<file path="config.mk">
export PLATFORM = sky130hd
export DESIGN_NAME = mem_stage
export DESIGN_NICKNAME = d
export VERILOG_FILES = /design/src/rtl/mem_stage_pkg.sv /design/src/rtl/mem_align.sv /design/src/rtl/mem_stage.sv
export SDC_FILE = /design/constraint.sdc
export NUM_CORES = 1
export LEC_CHECK = 0
export ABC_AREA = 1
export CORE_AREA = 2 2 127 129
export DETAILED_ROUTE_END_ITERATION = 16
export DIE_AREA = 0 0 129 131
export PLACE_DENSITY = 0.75
export SYNTH_ARGS = -nofsm -noshare
export SYNTH_HDL_FRONTEND = slang
export SYNTH_SLANG_ARGS = --single-unit
</file>
<file path="constraint.sdc">
create_clock -name clk -period 11 [get_ports clk]
set_input_delay 3.3 -clock clk [delete_from_list [all_inputs] [get_ports clk]]
set_output_delay 3.3 -clock clk [all_outputs]
set_load 0.05 [all_outputs]
</file>
<file path="src/rtl/mem_stage_pkg.sv">
// Shared core definitions for the memory stage: widths, mem_op and exception codes, FSM states.
// Also provides the MEM/WB register layout and the op classification helpers.
package mem_stage_pkg;

    localparam int WORD_W     = 32;
    localparam int REG_ADDR_W = 5;
    localparam int MEM_OP_W   = 4;
    localparam int EXP_CODE_W = 4;
    localparam int HART_ST_W  = 2;

    typedef enum logic [MEM_OP_W-1:0] {
        MEM_OP_NOP = 4'd0,
        MEM_OP_LB  = 4'd1,
        MEM_OP_LH  = 4'd2,
        MEM_OP_LW  = 4'd3,
        MEM_OP_LBU = 4'd4,
        MEM_OP_LHU = 4'd5,
        MEM_OP_SB  = 4'd6,
        MEM_OP_SH  = 4'd7,
        MEM_OP_SW  = 4'd8
    } mem_op_e;

    localparam logic [EXP_CODE_W-1:0] EXP_NONE           = 4'd0;
    localparam logic [EXP_CODE_W-1:0] EXP_LOAD_MISALIGN  = 4'd4;
    localparam logic [EXP_CODE_W-1:0] EXP_STORE_MISALIGN = 4'd6;

    typedef enum logic {
        ST_IDLE = 1'b0,
        ST_WAIT = 1'b1
    } mem_state_e;

    typedef struct packed {
        logic                  en;
        logic [WORD_W-1:0]     pc;
        logic [EXP_CODE_W-1:0] exp_code;
        logic [REG_ADDR_W-1:0] rd_addr;
        logic                  gpr_we_;
        logic [WORD_W-1:0]     out;
        logic [HART_ST_W-1:0]  hart_st;
    } mem_wb_t;

    localparam mem_wb_t WB_BUBBLE = '{en: 1'b0, pc: '0, exp_code: '0, rd_addr: '0,
                                      gpr_we_: 1'b1, out: '0, hart_st: '0};

    function automatic logic is_load(input logic [MEM_OP_W-1:0] op);
        return (op == MEM_OP_LB) || (op == MEM_OP_LH) || (op == MEM_OP_LW) ||
               (op == MEM_OP_LBU) || (op == MEM_OP_LHU);
    endfunction

    function automatic logic is_store(input logic [MEM_OP_W-1:0] op);
        return (op == MEM_OP_SB) || (op == MEM_OP_SH) || (op == MEM_OP_SW);
    endfunction

    function automatic logic misaligned(input logic [MEM_OP_W-1:0] op, input logic [1:0] lo);
        logic half_op;
        logic word_op;
        half_op = (op == MEM_OP_LH) || (op == MEM_OP_LHU) || (op == MEM_OP_SH);
        word_op = (op == MEM_OP_LW) || (op == MEM_OP_SW);
        return (half_op && lo[0]) || (word_op && (lo != 2'b00));
    endfunction

endpackage

</file>
<file path="src/rtl/mem_align.sv">
// Byte-lane steering: store byte enables/lane replication and load lane extraction/extension.
// Latency: purely combinational.
// Backpressure: none; follows its inputs.
module mem_align
    import mem_stage_pkg::*;
(
    input  logic [MEM_OP_W-1:0] mem_op,
    input  logic [1:0]          addr_lo,
    input  logic [WORD_W-1:0]   st_data,
    input  logic [WORD_W-1:0]   ld_raw,
    output logic [3:0]          be,
    output logic [WORD_W-1:0]   st_lanes,
    output logic [WORD_W-1:0]   ld_data
);

    logic [WORD_W-1:0] byte_w;
    logic [15:0]       half_w;

    // Little-endian: the addressed byte is shifted down to bits [7:0].
    assign byte_w = ld_raw >> {addr_lo, 3'b000};
    assign half_w = addr_lo[1] ? ld_raw[31:16] : ld_raw[15:0];

    always_comb begin
        be       = 4'b0000;
        st_lanes = '0;
        ld_data  = '0;
        case (mem_op)
            MEM_OP_SB: begin
                be       = 4'b0001 << addr_lo;
                st_lanes = {4{st_data[7:0]}};
            end
            MEM_OP_SH: begin
                be       = addr_lo[1] ? 4'b1100 : 4'b0011;
                st_lanes = {2{st_data[15:0]}};
            end
            MEM_OP_SW: begin
                be       = 4'b1111;
                st_lanes = st_data;
            end
            MEM_OP_LB: begin
                be      = 4'b1111;
                ld_data = {{24{byte_w[7]}}, byte_w[7:0]};
            end
            MEM_OP_LBU: begin
                be      = 4'b1111;
                ld_data = {24'd0, byte_w[7:0]};
            end
            MEM_OP_LH: begin
                be      = 4'b1111;
                ld_data = {{16{half_w[15]}}, half_w};
            end
            MEM_OP_LHU: begin
                be      = 4'b1111;
                ld_data = {16'd0, half_w};
            end
            MEM_OP_LW: begin
                be      = 4'b1111;
                ld_data = ld_raw;
            end
            default: ;
        endcase
    end

endmodule

</file>
<file path="src/rtl/mem_stage.sv">
// Pipeline MEM stage: data-bus access with misalignment checks, result mux and MEM/WB register.
// Latency: zero-wait access registers its result on the next edge; each bus wait cycle adds one.
// Backpressure: mem_busy holds the upstream pipe until dbus_ready; stall holds MEM/WB.
module mem_stage
    import mem_stage_pkg::*;
(
    input  logic                  clk,
    input  logic                  reset,
    input  logic                  stall,
    input  logic                  flush,
    input  logic                  ex_en,
    input  logic [WORD_W-1:0]     ex_pc,
    input  logic [EXP_CODE_W-1:0] ex_exp_code,
    input  logic [MEM_OP_W-1:0]   ex_mem_op,
    input  logic [WORD_W-1:0]     ex_mem_wr_data,
    input  logic [REG_ADDR_W-1:0] ex_rd_addr,
    input  logic                  ex_gpr_we_,
    input  logic [WORD_W-1:0]     ex_out,
    input  logic [HART_ST_W-1:0]  ex_hart_st,
    output logic                  dbus_req,
    output logic                  dbus_rw,
    output logic [WORD_W-1:0]     dbus_addr,
    output logic [3:0]            dbus_be,
    output logic [WORD_W-1:0]     dbus_wr_data,
    input  logic                  dbus_ready,
    input  logic [WORD_W-1:0]     dbus_rd_data,
    output logic                  mem_busy,
    output logic [WORD_W-1:0]     fwd_data,
    output logic                  mem_en,
    output logic [WORD_W-1:0]     mem_pc,
    output logic [EXP_CODE_W-1:0] mem_exp_code,
    output logic [REG_ADDR_W-1:0] mem_rd_addr,
    output logic                  mem_gpr_we_,
    output logic [WORD_W-1:0]     mem_out,
    output logic [HART_ST_W-1:0]  mem_hart_st
);

    mem_state_e state, state_nxt;
    logic       flush_pend;
    mem_wb_t    wb_q, wb_d;

    logic              op_ld, op_st, op_mis, exp_clean;
    logic              access_valid, mis_exp, done;
    logic [3:0]        lane_be;
    logic [WORD_W-1:0] st_lanes, ld_data, result;

    assign op_ld        = is_load(ex_mem_op);
    assign op_st        = is_store(ex_mem_op);
    assign op_mis       = misaligned(ex_mem_op, ex_out[1:0]);
    assign exp_clean    = (ex_exp_code == EXP_NONE);
    assign access_valid = ex_en && exp_clean && (op_ld || op_st) && !op_mis;
    assign mis_exp      = ex_en && exp_clean && op_mis;

    mem_align u_align (
        .mem_op   (ex_mem_op),
        .addr_lo  (ex_out[1:0]),
        .st_data  (ex_mem_wr_data),
        .ld_raw   (dbus_rd_data),
        .be       (lane_be),
        .st_lanes (st_lanes),
        .ld_data  (ld_data)
    );

    // ex_* is held stable by mem_busy while waiting, so the bus fields stay stable too.
    always_comb begin
        state_nxt = state;
        dbus_req  = 1'b0;
        case (state)
            ST_IDLE: begin
                dbus_req = access_valid;
                if (access_valid && !dbus_ready) state_nxt = ST_WAIT;
            end
            ST_WAIT: begin
                dbus_req = 1'b1;
                if (dbus_ready) state_nxt = ST_IDLE;
            end
            default: state_nxt = ST_IDLE;
        endcase
        if (reset) dbus_req = 1'b0;
    end

    assign done         = dbus_req && dbus_ready;
    assign mem_busy     = dbus_req && !dbus_ready;
    assign dbus_addr    = {ex_out[31:2], 2'b00};
    assign dbus_rw      = dbus_req && op_st;
    assign dbus_be      = dbus_req ? lane_be : 4'b0000;
    assign dbus_wr_data = (dbus_req && op_st) ? st_lanes : '0;

    assign result   = (done && op_ld) ? ld_data : ex_out;
    assign fwd_data = result;

    always_comb begin
        wb_d          = WB_BUBBLE;
        wb_d.en       = ex_en;
        wb_d.pc       = ex_pc;
        wb_d.exp_code = mis_exp ? (op_ld ? EXP_LOAD_MISALIGN : EXP_STORE_MISALIGN) : ex_exp_code;
        wb_d.rd_addr  = ex_rd_addr;
        wb_d.gpr_we_  = ex_gpr_we_ || mis_exp;
        wb_d.out      = result;
        wb_d.hart_st  = ex_hart_st;
    end

    always_ff @(posedge clk or posedge reset) begin
        if (reset) begin
            state      <= ST_IDLE;
            flush_pend <= 1'b0;
            wb_q       <= WB_BUBBLE;
        end else begin
            state <= state_nxt;
            // A flush seen mid-access must still kill the result once the bus finishes.
            if (mem_busy && flush)
                flush_pend <= 1'b1;
            else if (!mem_busy && !stall)
                flush_pend <= 1'b0;
            if (!(mem_busy || stall)) begin
                if (flush || flush_pend)
                    wb_q <= WB_BUBBLE;
                else
                    wb_q <= wb_d;
            end
        end
    end

    assign mem_en       = wb_q.en;
    assign mem_pc       = wb_q.pc;
    assign mem_exp_code = wb_q.exp_code;
    assign mem_rd_addr  = wb_q.rd_addr;
    assign mem_gpr_we_  = wb_q.gpr_we_;
    assign mem_out      = wb_q.out;
    assign mem_hart_st  = wb_q.hart_st;

endmodule

</file>
==> results.yml, run 1 <==
timing:
  fmax_mhz: 100
  relSlewSlack: 0.369
  finalMaxSlewViolations: 0
  post-route-min-period_ns: 9.95
  setup_slack_ns: 1.05
  period_share: 0.905
  tightest_slew_ns: 0.944
  rsz0062_at_grt: "no"
  setup_viol: 0
  fin_setup_tns_ns: 0
  skew_ns: 0.00511
  timing_hold_violations_final: 0
floorplanning:
  core-area_mm2: 0.0156
  io_pins: 330
  start_util: 0.338
  die_x_um: 129
  dieArea_mm2: 0.0169
  fp-row-count: 46
  die_height_um: 131
logic_synthesis:
  syn-cell-area_mm2: 0.00527
  synth.top_cell.area_share: 0.371
  synth_async_sr_flop_share: 1.00
  avgSynthCellArea_um2: 6.38
  syn_inst: 825
  synth_area_leaders: "dfrtp_1 (37%), nand2_1 (30%), nand3_1 (5.4%)"
  synth_commonest_cells: "nand2_1 (418), dfrtp_1 (78), nand3_1 (57), nor2_1 (44), inv_1 (38)"
  ys_seq_area_frac: 0.376
  ys.warnings.count: 0
  synth_cell_types: 28
  synth-edff-count: 0
  ys_dominant_reg_cell: "dfrtp_1"
  yosysTopAreaCell: "dfrtp_1"
  synthMostInstantiatedCell: "nand2_1"
  synth-seq-cells: 79
setup_path:
  worstRegToRegCells: 9
  critPathRequiredTime_ns: 7.70
  start_kind: "input port"
  critPathArrivalTime_ns: 6.65
  rrSetupSlack_ns: 8.55
  worst-path-max-fanout: 35
  cp-end-kind: "output port"
  crit_type: "in -> out"
layout:
  area_delta_synth_final_pct: 70.6
  fin_area_mm2: 0.00898
  fin_util: 0.576
  layout-drive-gt1-share: 0.0972
  multiInputGateArea_mm2: 0.00266
  diodes: 0
  ff_latch_area_mm2: 0.00198
  nFillCells: 1452
  fin_cells: 1317
  nets: 1246
global_routing:
  antenna_found_initial: 0
  first_global_vias: 5766
  grt_overflow: 0
  grtUsageMet3: 0.0432
  groute.usage.overall: 0.236
  grt_start_max_net_pins: 78
  grt.busiest_layer: "met2"
  grt_pass1_wl_um: 31000
  grt_use_met2: 0.388
  gr-usage-met1: 0.317
routing:
  drc_errors: 0
  wl_um: 21000
  dr_total_vias: 6415
  wl_per_cell_um: 16.0
  antenna_left: 0
  via_per_inst: 4.87
  dr.pass1.iters: 6
  drt_iter0_markers: 443
cts:
  clk_pin_slew_ns: 0.06
  clk_latency_ns: 0.34
  cts_setup_buffers: 0
  ctsRootBufferMaster: "clkbuf_16"
  hold_buffers: 0
  cts_resized: 0
  cts.sinks: 79
  cts.htree.levels: 3
  clk_path_buf_depth: 2
  cts_tree: "yes"
  cts_buffers: 9
placement:
  postPlaceCellArea_mm2: 0.00865
  dp_cells: 1301
  dp_slack_ns: 1.04
  gp_congestion: 0.934
  hpwl_um: 16400
  numPortBuffers: 327
pwr:
  ir_drop_v: 0.0000775
  p_per_area_mw_per_mm2: 115
  p_leak_nw: 4.44
job:
  max-cap-violations: 0
worst_hold_path:
  hold_class: "reg -> reg"
  hold_path_depth: 2
status:
  status: "finished clean"
## registers in the layout, indices dropped and copies added (netlist names)
name	cells
mem_out	32
mem_pc	32
mem_rd_addr	5
mem_exp_code	4
mem_hart_st	2
flush_pend	1
mem_en	1
mem_gpr_we_	1
state	1
## path summary, 6_finish.rpt
check,from,to
max,ex_mem_op[1],dbus_wr_data[21]
min,mem_gpr_we_,mem_gpr_we_
max reg2reg,state,mem_pc[20]
min reg2reg,mem_gpr_we_,mem_gpr_we_
max in group asynchronous,reset,mem_out[3]
min in group asynchronous,reset,mem_out[11]
## layout by cell type (no fill, tap or decap), types with 3 or more instances in the layout
cell type,instances
nor2_2,3
nand4_1,33
nand2_2,3
buf_4,41
a31oi_1,4
inv_2,6
clkbuf_16,9
nand3_1,57
a221oi_1,7
buf_12,32
nand2_1,418
inv_1,38
o21ai_0,24
nor2_1,44
a21oi_1,19
dfrtp_1,78
clkdlybuf4s50_1,262
## area by class of cell
type | count | share of cell area
Clock inverter | 7 | 0.0117
Sequential cell | 79 | 0.220
Clock buffer | 9 | 0.0251
Inverter | 46 | 0.0195
Multi-Input combinational cell | 625 | 0.296
Timing Repair Buffer | 335 | 0.398
Tap cell | 216 | 0.0301
## critical path, stage by stage
cell and delay (ns):
clkdlybuf4s50_1 0.74, inv_1 0.18, nand2_1 0.13, nand2_1 0.09
nand2_1 0.14, nor2_1 0.06, nor2_1 0.08, nand3_1 0.11
nand2_2 0.07, buf_4 0.30, nand2_1 0.19, inv_2 0.09
nand2_1 0.52, a21oi_1 0.39, buf_4 0.25
## logic make-up after synthesis
| kind of cell | count (synthesis) | share of synthesized area |
|---|---|---|
| compound gates | 58 | 0.0620 |
| other cells | 1 | 0.000712 |
| buf+inv | 122 | 0.121 |
| flops | 79 | 0.376 |
| simple gates | 565 | 0.440 |
## metrics by stage
step / power, mW / hold WS, ns
global route: 1.08 / 0.492
floorplan: 0.545 / 0.500
finish: 1.04 / 0.463
detailed placement: 0.712 / 0.456
global placement: 0.709 / 0.453
CTS: 1.04 / 0.466
## report_power, final
group          internal (mW)  leakage (nW)  switching [mW]
Sequential             0.315          1.03          0.0127
Clock                  0.202         0.158           0.128
Combinational          0.144          3.25           0.235
## layer usage
metal | wire [µm] | up-vias
li1 | - | 3141
met1 | 9110 | 2953
met2 | 10000 | 295
met3 | 1500 | 26
met4 | 386 | 0
met5 | 0 | -
No activity file was read; power rests on OpenSTA's default activity.
==> run 2: changes to the inputs <==
- SLEW_MARGIN: default -> 20
==> results of run 2 <==
Same layout as run 1: the final DEF is identical, and so are final timing and power.
==> patch 1: new RTL, config.mk and constraints of run 1 <==
Reset style: synchronous (`reset`), changed in one clocked block.
--- a/src/rtl/mem_stage.sv
+++ b/src/rtl/mem_stage.sv
@@ -100,7 +100,7 @@
         wb_d.hart_st  = ex_hart_st;
     end
 
-    always_ff @(posedge clk or posedge reset) begin
+    always_ff @(posedge clk) begin
         if (reset) begin
             state      <= ST_IDLE;
             flush_pend <= 1'b0;
Formal check against the unedited RTL: differs if reset is asserted again (counterexample within 4 cycles, from zero or initial values and one cycle with reset high); with reset held inactive, the same outputs for 10 cycles.
==> patch 1 against run 1 <==
  * Worst setup slack worse by 0.52 ns
  * Final area is 2.5% lower
  * Register-to-register slack worse by 0.38 ns
  * Clock skew is 0.0029 ns higher
  * Area after synthesis is 3.8% lower
  * First-iteration DRC count is 2.7% higher
  * Wire length is 0.65% higher
  * Total power is 13% lower
  * Sequential cell count stayed put
  * Largest cell class unchanged
==> patch 1: results (changes against run 1) <==
[yosys]
syn_area_per_cell_um2=6.044  ; -5.3%
yosysSeqAreaShare=0.3123  ; -0.06337
yosysUniqueCellTypes=29  ; +3.6%
yosysWarnings=0  ; unchanged
synth-main-ff-cell=dfxtp_1
ys_async_sr_fraction=0  ; -1.000
synth.area.top_cells=dfxtp_1 (31%), nand2_1 (25%), a21oi_1 (10%)
synth_top_cells_by_count=nand2_1 (344), a21oi_1 (103), dfxtp_1 (79)

[routing]
drt_first_pass_iters=5  ; -1
wl_per_cell_um=16.02  ; +0.27%
vias_per_cell=4.877  ; +0.12%
drtIter0Drc=455  ; +2.7%
vias=6447  ; +0.50%

[global_routing]
grt_pass1_vias=5929  ; +2.8%
grt_usage=0.2405  ; +0.004427
grt_pass1_wl_mm=31.61  ; +2.0%
grt_max_degree=79  ; +1.3%

[timing]
worst_pin_slew_ns=1.058  ; +0.1142 ns
skew_ns=0.008051  ; +0.002944 ns

[place]
dp_slack_ns=0.5823  ; -0.4619 ns
dp_hpwl_mm=16.16  ; -1.3%
gp_routability_congestion=0.9369  ; +0.32%

[layout]
drive_gt1_frac=0.06510  ; -0.03208
diodes=0  ; unchanged
nNetsFinal=1251  ; +0.40%

[power_and_ir_drop]
leakagePower_nw=3.590  ; -19%
irDropWorstVdd_mv=0.08827  ; +14%

[critical_path]
crit_slowest_cell=nand2_1
crit_path_max_fanout=33  ; -5.7%
cp_data_arrival_time_ns=7.18  ; +0.53 ns
critPathMaxStageDelay_ns=0.77  ; +0.03 ns
reg2regPathDepth=9  ; unchanged

[status]
status=finished clean

[clocking]
root_buffer=clkbuf_16
cts_setup_buffers=0  ; unchanged

[patch 1: power by group]
part           total (mW)  internal [mW]  switching [mW]
Clock               0.308          0.178           0.130
Combinational       0.290          0.118           0.172
Sequential          0.303          0.297         0.00534
[patch 1: path summary, 6_finish.rpt]
| kind | endpoint | slack, ns | startpoint |
|---|---|---|---|
| setup / recovery | dbus_wr_data[20] | 0.52 | ex_mem_op[2] |
| hold / removal | mem_out[19] | 0.46 | mem_out[19] |
| setup reg to reg | mem_pc[27] | 8.17 | state |
| hold reg to reg | mem_out[19] | 0.46 | mem_out[19] |
[patch 1: layer usage]
layer  GRT usage  vias up  share of wire
li1            -     3210              -
met5           0        -              0
met2      0.4115      286           0.48
met4     0.06330        0          0.021
met1      0.2996     2916           0.41
met3     0.06596       35          0.086
[patch 1: kinds of logic (layout without fill, tap and decap cells)]
group           Yosys count  count (layout)  synth area share
simple gates            469             469            0.3827
compound gates          152             152            0.1598
buf+inv                 137             404            0.1445
flops                    79              79            0.3123
other cells               1               2         0.0007404
[patch 1: layout make-up]
class,instances,area [um^2]
Clock buffer,9,225.2
Clock inverter,7,77.57
Fill cell,1486,6837
Inverter,53,198.9
Multi-Input combinational cell,623,2759
Sequential cell,79,1582
Tap cell,216,270.3
Timing Repair Buffer,335,3649
[patch 1: worst max-delay path: cells and delay by family]
family / cells / cell delay (ns)
AOI/OAI and AO/OA: 3 / 0.30
buffers and inverters: 5 / 2.21
and+or+nand+nor: 5 / 1.34
[patch 1: metrics by stage]
stage / power, mW / hold WS, ns / area (um^2)
6_report: 0.9005 / 0.4630 / 8761
5_1_grt: 0.9395 / 0.4797 / 8761
4_1_cts: 0.9109 / 0.4641 / 8761
3_5_place_dp: 0.5985 / 0.4544 / 8458
3_3_place_gp: 0.5970 / 0.4512 / 8458
2_1_floorplan: 0.4680 / 0.4449 / 5069
==> patch 2: new RTL, config.mk and constraints of run 1 <==
Without the edit above. The package constant `HART_ST_W` goes from 2 to 4.
--- a/src/rtl/mem_stage_pkg.sv
+++ b/src/rtl/mem_stage_pkg.sv
@@ -6,7 +6,7 @@
     localparam int REG_ADDR_W = 5;
     localparam int MEM_OP_W   = 4;
     localparam int EXP_CODE_W = 4;
-    localparam int HART_ST_W  = 2;
+    localparam int HART_ST_W  = 4;
 
     typedef enum logic [MEM_OP_W-1:0] {
         MEM_OP_NOP = 4'd0,
Ports: changed (resized ex_hart_st and mem_hart_st); port bits go from 330 to 334. No check against the original RTL was run, so the function may have changed too.
==> patch 2 against run 1 <==
  * Wire length grew 1.2%
  * Fmax shrank 1.4%
  * Worst setup slack lost 0.14 ns
  * Area after synthesis grew 1.5%
  * Sequential cell count grew 2
  * Final area grew 0.84%
  * Clock skew grew 0.0020 ns
  * Total power shrank 2.2%
  * Non-clock buffer count grew 2
  * Sequential power grew 2%
  * Core utilization grew 0.48 points
  * Combinational power grew 1%
  * Highest routed layer unchanged
==> patch 2: results (changes against run 1) <==
[layout]
fillers=1465  ; +0.90%
multi_input_area_um2=2695  ; +1.4%
register_area_um2=2028  ; +2.5%
drive_gt1_frac=0.09353  ; -0.003659
buf_share=0.3970  ; -0.0005319
clkbuf_count=10  ; +1
multiInputCombCellCount=631  ; +0.96%
seq_cells=81  ; +2.5%
nonClockInverterCount=47  ; +2.2%
buffers=337  ; +0.60%

[power_and_ir_drop]
irDropWorstVdd_mv=0.06556  ; -15%
leakagePower_nw=4.477  ; +0.79%

[routing]
drt_first_pass_iters=5  ; -1
routed-wl-met2_mm=10.18  ; +1.3%
wl_met3_mm=1.636  ; +9.0%
wl_per_cell_um=16.04  ; +0.38%
vias_per_cell=4.799  ; -1.5%
wl_met1_mm=9.005  ; -1.2%
drtIter0Drc=423  ; -4.5%

[critical_path]
worstReg2RegEnd=mem_out[9]
crit_path_max_fanout=23  ; -34%
r2r_slack_ns=7.79  ; -0.76 ns
cp_data_arrival_time_ns=6.80  ; +0.15 ns
critPathMaxStageDelay_ns=1.02  ; +0.28 ns

[yosys]
yosysSeqAreaShare=0.3793  ; +0.003646
syn_area_per_cell_um2=6.404  ; +0.33%
synth_top_cells_by_count=nand2_1 (426), dfrtp_1 (80), nand3_1 (55)

[place]
dp_hpwl_mm=16.04  ; -2.1%
gp_routability_congestion=0.9165  ; -1.9%

[global_routing]
use_met2=0.4143  ; +0.02583
grt_pass1_wl_mm=32.30  ; +4.3%
grt_pass1_vias=5990  ; +3.9%
met1_usage=0.3169  ; -0.0005317
grt_usage=0.2457  ; +0.009677

[timing]
skew_ns=0.007101  ; +0.001994 ns
slew_headroom=0.3903  ; +0.02081

[status]
status=finished clean

## patch 2: changes by cell type in the layout (fill, tap and decap cells not counted), sizes merged, moves of 2 or more
cell,run 1,this run
clkdlybuf4s50,262,266
dfrtp,78,80
buf,73,71
bufinv,2,0
nand2,421,428
## patch 2: through the flow
step | total power [mW] | cell area [um^2] | setup WS, ns | hold WS, ns
final | 1.012 | 9057 | 0.9015 | 0.4589
after global routing | 1.057 | 9057 | 0.5002 | 0.4779
after CTS | 1.022 | 9057 | 0.9611 | 0.4616
after detailed placement | 0.7241 | 8768 | 0.9801 | 0.4518
after global placement | 0.7216 | 8768 | 1.035 | 0.4523
after floorplan | 0.5562 | 5351 | 0.9943 | 0.5004
## patch 2: worst register-to-register path, delay by kind of cell, from the launching register on
family,cells,cell delay (ns)
buf+inv,2,0.66
flops,1,0.36
simple gates,6,2.14
## patch 2: cells by family after synthesis
kind of cell,after synthesis,synth area share
other,1,0.0007012
buffers and inverters,124,0.1182
DFF,81,0.3793
and+or+nand+nor,569,0.4385
AOI/OAI and AO/OA,60,0.06341
## patch 2: power by group
part | internal, mW | total [mW] | switching [mW]
Combinational | 0.145 | 0.383 | 0.238
Clock | 0.162 | 0.294 | 0.133
Sequential | 0.322 | 0.335 | 0.0124
## patch 2: worst max path at each step
stage,cells past startpoint,slack (ns),end,from
6_report,6,0.90,dbus_be[2],ex_out[1]
4_1_cts,11,0.96,fwd_data[25],ex_out[1]
2_1_floorplan,4,0.99,fwd_data[25],reset
5_1_grt,11,0.50,fwd_data[20],ex_out[1]
3_5_place_dp,11,0.98,fwd_data[26],ex_out[1]
3_3_place_gp,11,1.04,fwd_data[24],ex_out[1]
